--- config.mk ---
export PLATFORM = sky130hd
export DESIGN_NAME = sdc_dma_wbuf
export DESIGN_NICKNAME = d
export VERILOG_FILES = /design/src/rtl/sdc_dma_wbuf.sv
export SDC_FILE = /design/constraint.sdc
export NUM_CORES = 1
export LEC_CHECK = 0
export CAP_MARGIN = 20
export CORE_MARGIN = 2
export CORE_UTILIZATION = 57
export DETAILED_ROUTE_END_ITERATION = 8
export HOLD_SLACK_MARGIN = 0.05
export PLACE_DENSITY = 0.91
export SETUP_SLACK_MARGIN = 0.2
export SYNTH_ARGS = -nofsm -noshare
export SYNTH_HDL_FRONTEND = slang
export SYNTH_SLANG_ARGS = --single-unit
--- constraint.sdc ---
create_clock -name clk_i -period 9.6 [get_ports clk_i]
set_input_delay 1.92 -clock clk_i [delete_from_list [all_inputs] [get_ports clk_i]]
set_output_delay 1.92 -clock clk_i [all_outputs]
set_load 0.005 [all_outputs]
--- src/rtl/sdc_dma_wbuf.sv ---
// Posted-write buffer between the SD DMA master port and Avalon-MM memory.
// Writes are queued in a FIFO and acked at once. Reads wait until the FIFO
// has drained, then issue a single memory read.
// Ports:
//   clk_i, rst_i            clock, synchronous active-high reset
//   s_*                     SD DMA side: request held until the one-cycle s_ack
//   m_*                     Avalon-MM side with waitrequest and pipelined reads
//   fifo_level              number of occupied write entries
//   idle                    FIFO empty, no read in progress, no command out
module sdc_dma_wbuf #(
    parameter int ADDR_W = 32,
    parameter int DATA_W = 32,
    parameter int DEPTH  = 8
) (
    input  logic                    clk_i,
    input  logic                    rst_i,
    input  logic [ADDR_W-1:0]       s_address,
    input  logic [DATA_W-1:0]       s_writedata,
    input  logic [DATA_W/8-1:0]     s_byteenable,
    input  logic                    s_write,
    input  logic                    s_read,
    input  logic                    s_chipselect,
    output logic [DATA_W-1:0]       s_readdata,
    output logic                    s_ack,
    output logic [ADDR_W-1:0]       m_address,
    output logic [DATA_W-1:0]       m_writedata,
    output logic [DATA_W/8-1:0]     m_byteenable,
    output logic                    m_write,
    output logic                    m_read,
    input  logic                    m_waitrequest,
    input  logic [DATA_W-1:0]       m_readdata,
    input  logic                    m_readdatavalid,
    output logic [$clog2(DEPTH):0]  fifo_level,
    output logic                    idle
);

    localparam int BE_W = DATA_W / 8;
    localparam int PW   = $clog2(DEPTH);
    localparam int LW   = PW + 1;

    typedef enum logic [2:0] {
        S_IDLE,
        S_DRAIN,
        S_RD_CMD,
        S_RD_WAIT,
        S_ACK
    } state_t;

    state_t state_q, state_d;

    logic [ADDR_W-1:0] mem_addr_q [DEPTH];
    logic [DATA_W-1:0] mem_data_q [DEPTH];
    logic [BE_W-1:0]   mem_be_q   [DEPTH];

    logic [PW-1:0]     wptr_q, wptr_d;
    logic [PW-1:0]     rptr_q, rptr_d;
    logic [LW-1:0]     level_q, level_d;
    logic              wr_ack_q, wr_ack_d;
    logic [ADDR_W-1:0] rd_addr_q, rd_addr_d;
    logic [BE_W-1:0]   rd_be_q, rd_be_d;
    logic [DATA_W-1:0] rdata_q, rdata_d;

    logic req_ok;
    logic wr_req;
    logic rd_req;
    logic full;
    logic empty;
    logic push;
    logic pop;
    logic rd_cmd;

    // A request still held during its own ack cycle must not be taken again.
    assign req_ok = s_chipselect & (s_write ^ s_read) & ~s_ack;
    assign wr_req = req_ok & s_write;
    assign rd_req = req_ok & s_read;

    assign full   = (level_q == LW'(DEPTH));
    assign empty  = (level_q == '0);
    assign rd_cmd = (state_q == S_RD_CMD);

    // Fullness is judged before any same-cycle pop.
    assign push = wr_req & ~full & (state_q == S_IDLE);
    assign pop  = ~empty & ~m_waitrequest;

    // Head entry drives the bus combinationally so the next entry follows
    // a pop without a bubble. A read is only issued with the FIFO empty.
    always_comb begin
        m_write      = ~empty;
        m_read       = rd_cmd;
        m_address    = '0;
        m_writedata  = '0;
        m_byteenable = '0;
        if (!empty) begin
            m_address    = mem_addr_q[rptr_q];
            m_writedata  = mem_data_q[rptr_q];
            m_byteenable = mem_be_q[rptr_q];
        end else if (rd_cmd) begin
            m_address    = rd_addr_q;
            m_byteenable = rd_be_q;
        end
    end

    always_comb begin
        wptr_d   = wptr_q;
        rptr_d   = rptr_q;
        level_d  = level_q;
        wr_ack_d = push;
        if (push) wptr_d = wptr_q + PW'(1);
        if (pop)  rptr_d = rptr_q + PW'(1);
        unique case ({push, pop})
            2'b10:   level_d = level_q + LW'(1);
            2'b01:   level_d = level_q - LW'(1);
            default: level_d = level_q;
        endcase
    end

    always_comb begin
        state_d   = state_q;
        rd_addr_d = rd_addr_q;
        rd_be_d   = rd_be_q;
        rdata_d   = rdata_q;
        unique case (state_q)
            S_IDLE: begin
                if (rd_req) begin
                    state_d   = S_DRAIN;
                    rd_addr_d = s_address;
                    rd_be_d   = s_byteenable;
                end
            end
            S_DRAIN: begin
                if (empty) state_d = S_RD_CMD;
            end
            S_RD_CMD: begin
                if (!m_waitrequest) state_d = S_RD_WAIT;
            end
            S_RD_WAIT: begin
                if (m_readdatavalid) begin
                    state_d = S_ACK;
                    rdata_d = m_readdata;
                end
            end
            S_ACK: begin
                state_d = S_IDLE;
            end
            default: begin
                state_d = S_IDLE;
            end
        endcase
    end

    always_ff @(posedge clk_i) begin
        if (rst_i) begin
            state_q   <= S_IDLE;
            wptr_q    <= '0;
            rptr_q    <= '0;
            level_q   <= '0;
            wr_ack_q  <= 1'b0;
            rd_addr_q <= '0;
            rd_be_q   <= '0;
            rdata_q   <= '0;
        end else begin
            state_q   <= state_d;
            wptr_q    <= wptr_d;
            rptr_q    <= rptr_d;
            level_q   <= level_d;
            wr_ack_q  <= wr_ack_d;
            rd_addr_q <= rd_addr_d;
            rd_be_q   <= rd_be_d;
            rdata_q   <= rdata_d;
        end
    end

    // Storage needs no reset: entries are only visible while counted.
    always_ff @(posedge clk_i) begin
        if (push) begin
            mem_addr_q[wptr_q] <= s_address;
            mem_data_q[wptr_q] <= s_writedata;
            mem_be_q[wptr_q]   <= s_byteenable;
        end
    end

    assign s_ack      = wr_ack_q | (state_q == S_ACK);
    assign s_readdata = rdata_q;
    assign fifo_level = level_q;
    assign idle       = empty & (state_q == S_IDLE) & ~m_write & ~m_read;

endmodule
Word-level counts from Yosys, hierarchy flattened. Memory sizes are Yosys's and may differ from the RTL's. A register that Yosys moved wholly into a read port is not among the register bits. Cells that the tools add are included.

Input port bits: 107. Register bits: 82. Memories: 3. Word-level logic and storage cells: 68. Bits in writable memories: 544.

Memory list: mem_addr_q (depth 8, bits a word 32, read ports 1, clocked after memory_dff 1, wr ports 1, RTL line 51) `logic [ADDR_W-1:0] mem_addr_q [DEPTH];`; mem_data_q (depth 8, bits a word 32, read ports 1, clocked after memory_dff 1, wr ports 1, RTL line 52) `logic [DATA_W-1:0] mem_data_q [DEPTH];`; mem_be_q (depth 8, bits a word 4, read ports 1, clocked after memory_dff 1, wr ports 1, RTL line 53) `logic [BE_W-1:0] mem_be_q [DEPTH];`.

Reduce and logical (&&, ||, !) cells: 6. Bitwise operators: 17. Mux-type cells: 19. Equality and inequality tests: 11. Add/subtract/negate cells: 4.

Operator list (number): 2-to-1 mux 32 bit (3); 2-to-1 mux 3 bit (10); one-hot mux 3 bit (4 select lines) (1); AND 1 bit (10); 2-to-1 mux 4 bit (2); != test 2 bit (second input constant) (4); one-hot mux 4 bit (2 select lines) (1); adder 3 x 1 -> 3 bit (second input constant) (2); equality test 3 x 2 -> 1 bit (second input constant) (2); NOT 1 bit (5); adder 4 x 1 -> 4 bit (second input constant) (1); equality test 4 bit (second input constant) (1); zero test 4 bit (1); AND reduction 2 bit (2); AND reduction 4 bit (1); subtractor 4 x 1 -> 4 bit (second input constant) (1); equality test 3 x 1 -> 1 bit (second input constant) (1); equality test 3 bit (second input constant) (1); zero test 3 bit (1); equality test 2 x 1 -> 1 bit (second input constant) (1); equality test 2 bit (second input constant) (1); 2-to-1 mux 1 bit (2); nonzero test 2 bit (1); bitwise OR 1 bit (1); XOR 1 bit (1).

Depth between registers and ports, before layout. Gate-level depths: netlist (run 1).

Word-level depth: 9. Depth in mapped cells: 11. Mapped depth without buffers: 9.

Worst setup path after synthesis (run 1). Ideal clock, no wire load.

Kind: input port to flip-flop. Start: input port s_read. End: memory mem_addr_q[0][0] (enable). Library setup time: 578 ps. Slack: 1693 ps. Cell stages on the path: 4. Data arrival time: 7329 ps. Path through: and4bb_2 > nand3_2 > or2_2 > nor3_1.

Cells in the longest elaborated chain, start to end: 8.

Ends and longest elaborated chain: start, declared (RTL line 21) `input logic s_read,`; XOR 1 bit (RTL line 73) `assign req_ok = s_chipselect & (s_write ^ s_read) & ~s_ack;`; AND 1 bit (2 in a row) (RTL line 73); AND 1 bit (RTL line 74) `assign wr_req = req_ok & s_write;`; AND 1 bit (2 in a row) (RTL line 82) `assign push = wr_req & ~full & (state_q == S_IDLE);`; 2-to-1 mux 1 bit (RTL line 175) `if (push) begin`; 2-to-1 mux 1 bit (implied by the code) (RTL line 176) `mem_addr_q[wptr_q] <= s_address;`; end, declared (RTL line 51).

No other way between the ends.

==> impl.org, run 1 <==
** Routing
- Routed via count :: 12906
- Post-DRT Antenna Nets :: 0
- Per-cell routed wire length :: 25.81 um
- DR pass1 iterations :: 9
- Detailed-route vias per instance :: about 6
- DR iter-0 viols :: 1347
- DRC violation count after routing :: 0
- Wirelength, routed :: approximately 54 mm

** Pwr
- The internal portion of the total power is roughly 5.1 mW.
- Summed over all nets, the switching power comes to between 1.5 and 2 mW.
- In this run, flip-flops and latches consume 45.6% of the power.
- Power per unit of standard cell area :: around 230 mW/mm^2
- In this run the static leakage power is a little under 9 nW.
- In this run switching power makes up 24.92% of total power.
- Portion of total power attributed to the clock network :: between 30% and 40%
- Share of power burned in combinational logic :: between 10% and 20%
- VDD sags by at most ~0.00019 V.

** Critical path
- Required @ worst endpoint :: ~7.7 ns
- Setup crit start kind :: flip-flop
- Arrival time of data at the critical path endpoint :: 3.89 ns
- The setup path with the least slack is of type reg2out.
- STA classifies the critical path endpoint as an output port.
- In this run the worst path has a maximum fanout of 70.

** Global route
- The number of antenna violations at the first check in global routing came to 9.
- Summed over all layers, the global routing overflow is 0.
- Entering global routing, the biggest net connects 110 pins.
- The first global-routing pass estimated approximately 81 mm of wire.
- The number of global-route vias before repair was about 13000.
- For this run, the total global-route usage over all layers was measured as roughly a quarter.

** STA
- The final number of max-transition violations is 0.
- Setup repair after global routing left no endpoint under its margin.
- Max frequency :: 172.0 MHz
- Max transition margin :: 23.69%
- For the pin with the worst max-slew slack, the measured transition is around 1.1 ns.
- Minimum hold slack :: 0.4548 ns
- Final-report setup violation count :: 0
- The final critical path takes up roughly 61% of the cycle.
- The number of hold-slack violations in the final timing report is 0.
- Post-layout min period :: between 5 and 6 ns
- Clock Skews :: about 0.025 ns
- For the final routed database, the setup TNS stands at 0 ns.

** Clocking
- Buffers inserted to repair hold after CTS numbered 0.
- Insertion delay to the later sink of the worst-skew pair :: around 0.63 ns
- No sink is reached through more buffers than the 3 on the longest clock path.
- The H-tree was split into 2 levels.
- CTS placed an instance of clkbuf_16 at the clock tree root.
- The number of setup buffers added after CTS is 0.
- TritonCTS built the clock tree.
- Clock-pin slew was measured on the worst setup and hold paths at ~0.060 ns.
- Clock tree synthesis found a total of ~630 sinks.
- Cells resized by post-CTS repair :: 0
- TritonCTS buffer count :: 58

** Outcome
- The flow ran to the end, and the final reports show no timing, DRC or antenna violations.

** Floorplan
- Die extent in x :: approximately 210 um
- Die Outline Area :: 0.04397 sq mm
- In this run the count of I/O pins placed on the die edge is ~220.
- Effective utilization at floorplan :: about 58%
- Std cell rows :: between 70 and 80
- Core Box Area :: ~0.042 sq mm
- Die extent in y :: between 200 and 250 um

** Finish
- For this run, the post-layout net count is around 1600.
- Fraction of layout instances using a drive strength above 1 :: 17.40%
- The library cell used most frequently in the layout, excluding fill and tap cells, is edfxtp_1.
- The top cell types in the final layout, fill and taps aside, are 544 x edfxtp_1, 213 x clkdlybuf4s50_1, 141 x nand2_1.
- The area growth from synthesis to layout is 19.35%.

** Synthesis
- In the synthesized netlist the async set-or-reset flop fraction comes to 0%.
- Yosys mapped the design onto 41 distinct sky130hd cell types.
- Gate count after technology mapping :: 1299
- A synthesized cell averages between 15 and 20 sq um.
- Number of synthesized flops with an enable pin :: between 500 and 600
- In this run, synthesis produced a sequential element count of 629.
- Sequential element share of the synthesized area :: approximately three quarters
- The Yosys step of the flow raised 0 warnings.
- The cell area that synthesis handed to floorplanning was between 0.02 and 0.025 sq mm.
- Commonest register cell after synthesis :: edfxtp_1
- When the netlist entered floorplanning its net count stood at roughly 1400.

** Place
- Routability-driven placement finished with a final weighted congestion of between 0.7 and 0.8.
- HPWL Detailed :: 29.60 mm
- Input and output buffers added on the ports amount to roughly 210.

** Job
- Max-cap check violation count :: 0

** Hold path
- Kind of path behind the tightest hold check :: reg2reg
layout make-up:
type                    instances  area (sq um)
multi-input cells             590          5705
clock inverters                45         504.2
repair buffers                233          2352
well taps                     539         674.4
inverters                       1         3.754
clock buffers                  65          1478
fillers                      2513         13070
flip-flops and latches        629         18050
diodes                          7         17.52
synthesized netlist by cell type (all sizes together) (4+ instances only):
cell type / count / share of area, %
nand2: 141 / 2.2
xor2: 4 / 0.15
buf: 53 / 1.4
mux2i: 70 / 2.9
a21oi: 72 / 1.5
edfxtp: 544 / 68
dfxtp: 85 / 7.1
nor3: 5 / 0.12
mux4: 137 / 13
nand3: 37 / 0.79
o21ai: 39 / 0.81
nand2b: 4 / 0.10
clkbuf: 26 / 0.40
nor2: 54 / 0.85
ha: 5 / 0.26
registers in the layout (all words and copies together), names as in the netlist, named ones only:
signal	count
fifo_level	4
mem_addr_q	256
mem_be_q	32
mem_data_q	256
rd_addr_q	32
rd_be_q	4
rptr_q	3
s_readdata	32
state_q	3
wptr_q	3
wr_ack_q	1
through the flow:
step,util (%),instance area (sq um),total power [mW],instances,worst slack (ns)
detailed placement,63.80,26700,4.387,1989,4.118
finish,68.77,28780,6.731,2109,3.786
global route,68.75,28770,6.957,2105,3.581
CTS,68.54,28680,6.754,2099,3.425
global placement,63.80,26700,4.355,1989,4.174
floorplan,-,24120,3.869,1299,1.693
worst max-delay path, stage by stage, from the launching register on:
cell             delay, ns
dfxtp_4               0.90
buf_4                 0.36
buf_16                0.34
mux4_2                0.29
mux2i_1               0.10
o21ai_0               0.56
clkdlybuf4s50_1       0.62
path summary, 6_finish.rpt:
path | from | end | slack, ns | cells past startpoint
setup / recovery | flip-flop | m_byteenable[2] | 3.79 | 6
hold / removal | s_readdata[19]$_SDFFE_PP0P_ | s_readdata[19]$_SDFFE_PP0P_ | 0.45 | 2
setup reg to reg | state_q[0]$_SDFFE_PP0P_ | mem_data_q[2][1]$_DFFE_PP_ | 6.23 | 5
hold reg to reg | s_readdata[19]$_SDFFE_PP0P_ | s_readdata[19]$_SDFFE_PP0P_ | 0.45 | 2
metal layers:
| metal | routed length, um | vias up | GRT usage, % |
|---|---|---|---|
| li1 | - | 5556 | - |
| met1 | 20350 | 6595 | 32.31 |
| met2 | 28150 | 648 | 42.78 |
| met3 | 4455 | 103 | 5.147 |
| met4 | 1455 | 4 | 7.801 |
| met5 | 29 | - | 0 |
power groups by stage:
stage	Combinational, mW	Sequential (mW)	Clock [mW]
final	1.29	3.07	2.38
after global routing	1.37	3.08	2.50
after CTS	1.28	3.07	2.40
after detailed placement	1.26	3.13	0
after global placement	1.23	3.13	0
after floorplan	0.791	3.08	0
cells by family (layout without fill, tap and decap cells):
logic type | count (synthesis) | after routing | share of synthesized area [%]
other cells | 0 | 7 | 0
mux | 208 | 208 | 15.75
xor+xnor | 6 | 6 | 0.2179
fa+ha+maj | 5 | 5 | 0.2594
buf+inv | 80 | 344 | 1.852
compound gates | 115 | 115 | 2.433
simple gates | 256 | 256 | 4.700
flops | 629 | 629 | 74.79
Power figures use the tool's default switching activity.
==> inputs of run 2 (changes only) <==
Clock period 9.6 ns to 5.35 ns, I/O delays scaled along.
==> impl.org, run 2 (same netlist as run 1, synthesis figures left out) <==
** Clocking
- Count of clock tree sinks :: approximately 630
- For this design, the CTS-stage hold fixing added 0 buffers.
- TritonCTS created 61 clock buffers.
- CTS Buffer Depth :: 3
- At the later pin of the worst-skew pair, clock insertion delay measures 0.62 ns.
- Clock slew seen by the registers of the worst setup and hold paths :: 0.06 ns
- CTS placed an instance of clkbuf_16 at the clock tree root.
- H-tree lvl count :: 2
- Cells resized by post-CTS repair :: 0
- Once the clock tree was built, the setup fixing pass inserted 0 buffers.
- TritonCTS built the clock tree.

** STA
- Count of endpoints failing hold in the final timing report :: 0
- Worst Max-Slew Pin Slew :: approximately 1 ns
- The worst path needs roughly 4.4 ns of the cycle, external delays included.
- In the finished design, the share of the clock period the worst path needs comes to between 80% and 90%.
- After routing, the total negative slack on setup checks comes to 0 ns.
- Setup violations remaining at the end of the flow were counted as 0.
- Headroom to the max-slew limit came out at 34.19%.
- The final number of max-transition violations came to 0.
- Static timing analysis puts the maximum clock frequency at between 200 and 250 MHz.
- Setup repair after global routing left no endpoint under its margin.
- Clock Skews :: around 0.032 ns

** Global route
- Global-route usage over all layers :: about a quarter
- Maximum number of pins on one net before global-route repair :: 69
- The first global-routing pass estimated 79.99 mm of wire.
- The number of antenna violations at the first check in global routing is 8.
- Number of global-route vias before repair :: ~14000
- Total congestion overflow :: 0

** Critical path
- Kind of end point of the critical path :: output port
- Maximum fanout encountered on the critical timing path :: 64
- The number of cells on the worst reg-to-reg path is 10.
- STA classifies the critical path startpoint as a flip-flop.
- Reg-to-Reg End :: fifo_level[2]$_SDFFE_PP0P_
- Reg2reg start :: fifo_level[0]$_SDFFE_PP0P_
- For the worst setup path, the data required time is ~4.3 ns.
- Setup slack on the worst flop-to-flop path :: 2.40 ns
- Path type of the worst setup path :: reg2out
- STA puts the critical path data arrival time at ~3.4 ns.

** Hold path
- The worst hold path was traced through 2 stages.
- In this run the most critical hold path is launched from rd_addr_q[30]$_SDFFE_PP0P_.
- Kind of path behind the tightest hold check :: reg2reg
- Hold endpoint :: rd_addr_q[30]$_SDFFE_PP0P_

** Routing
- DR pass1 iterations :: 7
- The detailed router placed ~13000 vias in this run.
- Wirelength, routed :: approximately 53 mm
- Detailed-route vias per instance :: 6.109
- In this run, the number of DRC markers left after iteration 0 of detailed routing was between 1000 and 1500.
- Post-DRT Antenna Nets :: 0
- Per-cell routed wire length :: between 20 and 30 um
- In the routed design, unresolved DRC markers number 0.

** Outcome
- The flow ran to the end, and the final reports show no timing, DRC or antenna violations.

** Place
- Counting tap cells, the placed design contains a total of 2000 instances.
- After detailed placement, the total cell area comes to 0.02689 sq mm.
- During placement, the flow inserted port buffers numbering roughly 210.
- The HPWL after detailed placement is between 20 and 30 mm.
- Routability-driven placement finished with a final weighted congestion of 0.7166.

** Pwr
- Power per unit of standard cell area :: 412.3 mW/mm^2
- The analysis attributes to cell leakage a power of 8.777 nW.
- Across the VDD grid, the largest voltage drop is between 0.0003 and 0.0004 V.

** Finish
- In the final layout, the share of cells above drive strength 1 is 17.44%.
- Once layout is done, the placed cells without fillers occupy between 0.02 and 0.03 sq mm.
- In the final layout, the registers with the most flip-flops are mem_addr_q x256, mem_data_q x256.
- In the layout the commonest cells are 544 x edfxtp_1, 213 x clkdlybuf4s50_1, 141 x nand2_1.
- Non-filler instance count after layout :: 2120
- Fin nets :: ~1600
- From synthesis to final layout, the design area changed by 19.48%.
- The library cell used most frequently in the layout, excluding fill and tap cells, is edfxtp_1.

** Job
- The tool flagged a number of max-cap violations equal to 0.

** Floorplan
- For this configuration, the core starts out at a cell density of about 58%.
- From left edge to right edge, the die measures 209.7 um.
- The initialized floorplan defines 75 standard-cell rows.
- Core Box Area :: 0.04185 sq mm
- The floorplan step set the die height to about 210 um.
- Die Outline Area :: 0.04397 sq mm
- 215 I/O pins were placed.
-- run 2: cell count changes in the layout (fill, tap and decap cells not counted), sizes merged --
cell      delta
bufinv       -6
inv          -1
clkinv       +3
clkbuf      +13
diode        -3
buf          +9
clkinvlp     -4
-- run 2: worst max path at each step --
stage | cells past startpoint | slack (ns) | startpoint | to
2_1_floorplan | 4 | 0.12 | s_read | mem_addr_q[6][0]$_DFFE_PP_
3_3_place_gp | 5 | 1.54 | flip-flop | m_byteenable[3]
3_5_place_dp | 6 | 1.55 | s_read | mem_addr_q[2][9]$_DFFE_PP_
4_1_cts | 5 | 0.87 | flip-flop | m_writedata[9]
5_1_grt | 5 | 0.75 | flip-flop | m_writedata[27]
6_report | 5 | 0.92 | flip-flop | m_writedata[7]
-- run 2: area by class of cell --
| type | instances | area [sq um] |
|---|---|---|
| timing repair buffer | 242 | 2472 |
| sequential | 629 | 18050 |
| fill | 2532 | 13040 |
| antenna | 4 | 10.01 |
| tap | 539 | 674.4 |
| clock buffer | 78 | 1622 |
| inverter | 1 | 3.754 |
| multi-input combinational | 590 | 5715 |
| clock inverter | 37 | 269.0 |
-- run 2: where the power goes --
group / total (mW) / internal [mW] / leakage (nW) / switching, mW
sequential: 5.51 / 5.39 / 5.59 / 0.121
combinational: 2.31 / 1.24 / 2.26 / 1.08
clock: 4.06 / 2.28 / 0.924 / 1.77
total: 11.9 / 8.91 / 8.78 / 2.97
-- run 2: metrics by stage --
step	setup WS, ns	hold WS (ns)	utilization (%)	power [mW]
global route	0.7549	0.4724	68.84	12.30
floorplan	0.1244	0.4366	-	6.941
finish	0.9183	0.4568	68.85	11.88
CTS	0.8734	0.4548	68.78	11.97
detailed placement	1.551	0.4469	64.26	7.933
global placement	1.542	0.4410	64.21	7.885
-- run 2: per-layer routing --
layer	GRT usage, %	part of all wire (%)
met5	0	0.092
met2	41.79	52
met3	5.357	7.8
met1	31.48	38
met4	8.070	2.8
-- run 2: worst max-delay path, cell delays in order, from the launching register on --
cell and delay, ns:
dfxtp_4 0.99, buf_4 0.53, mux4_2 0.38, mux2i_1 0.25, nor2_1 0.07, clkdlybuf4s50_1 0.48
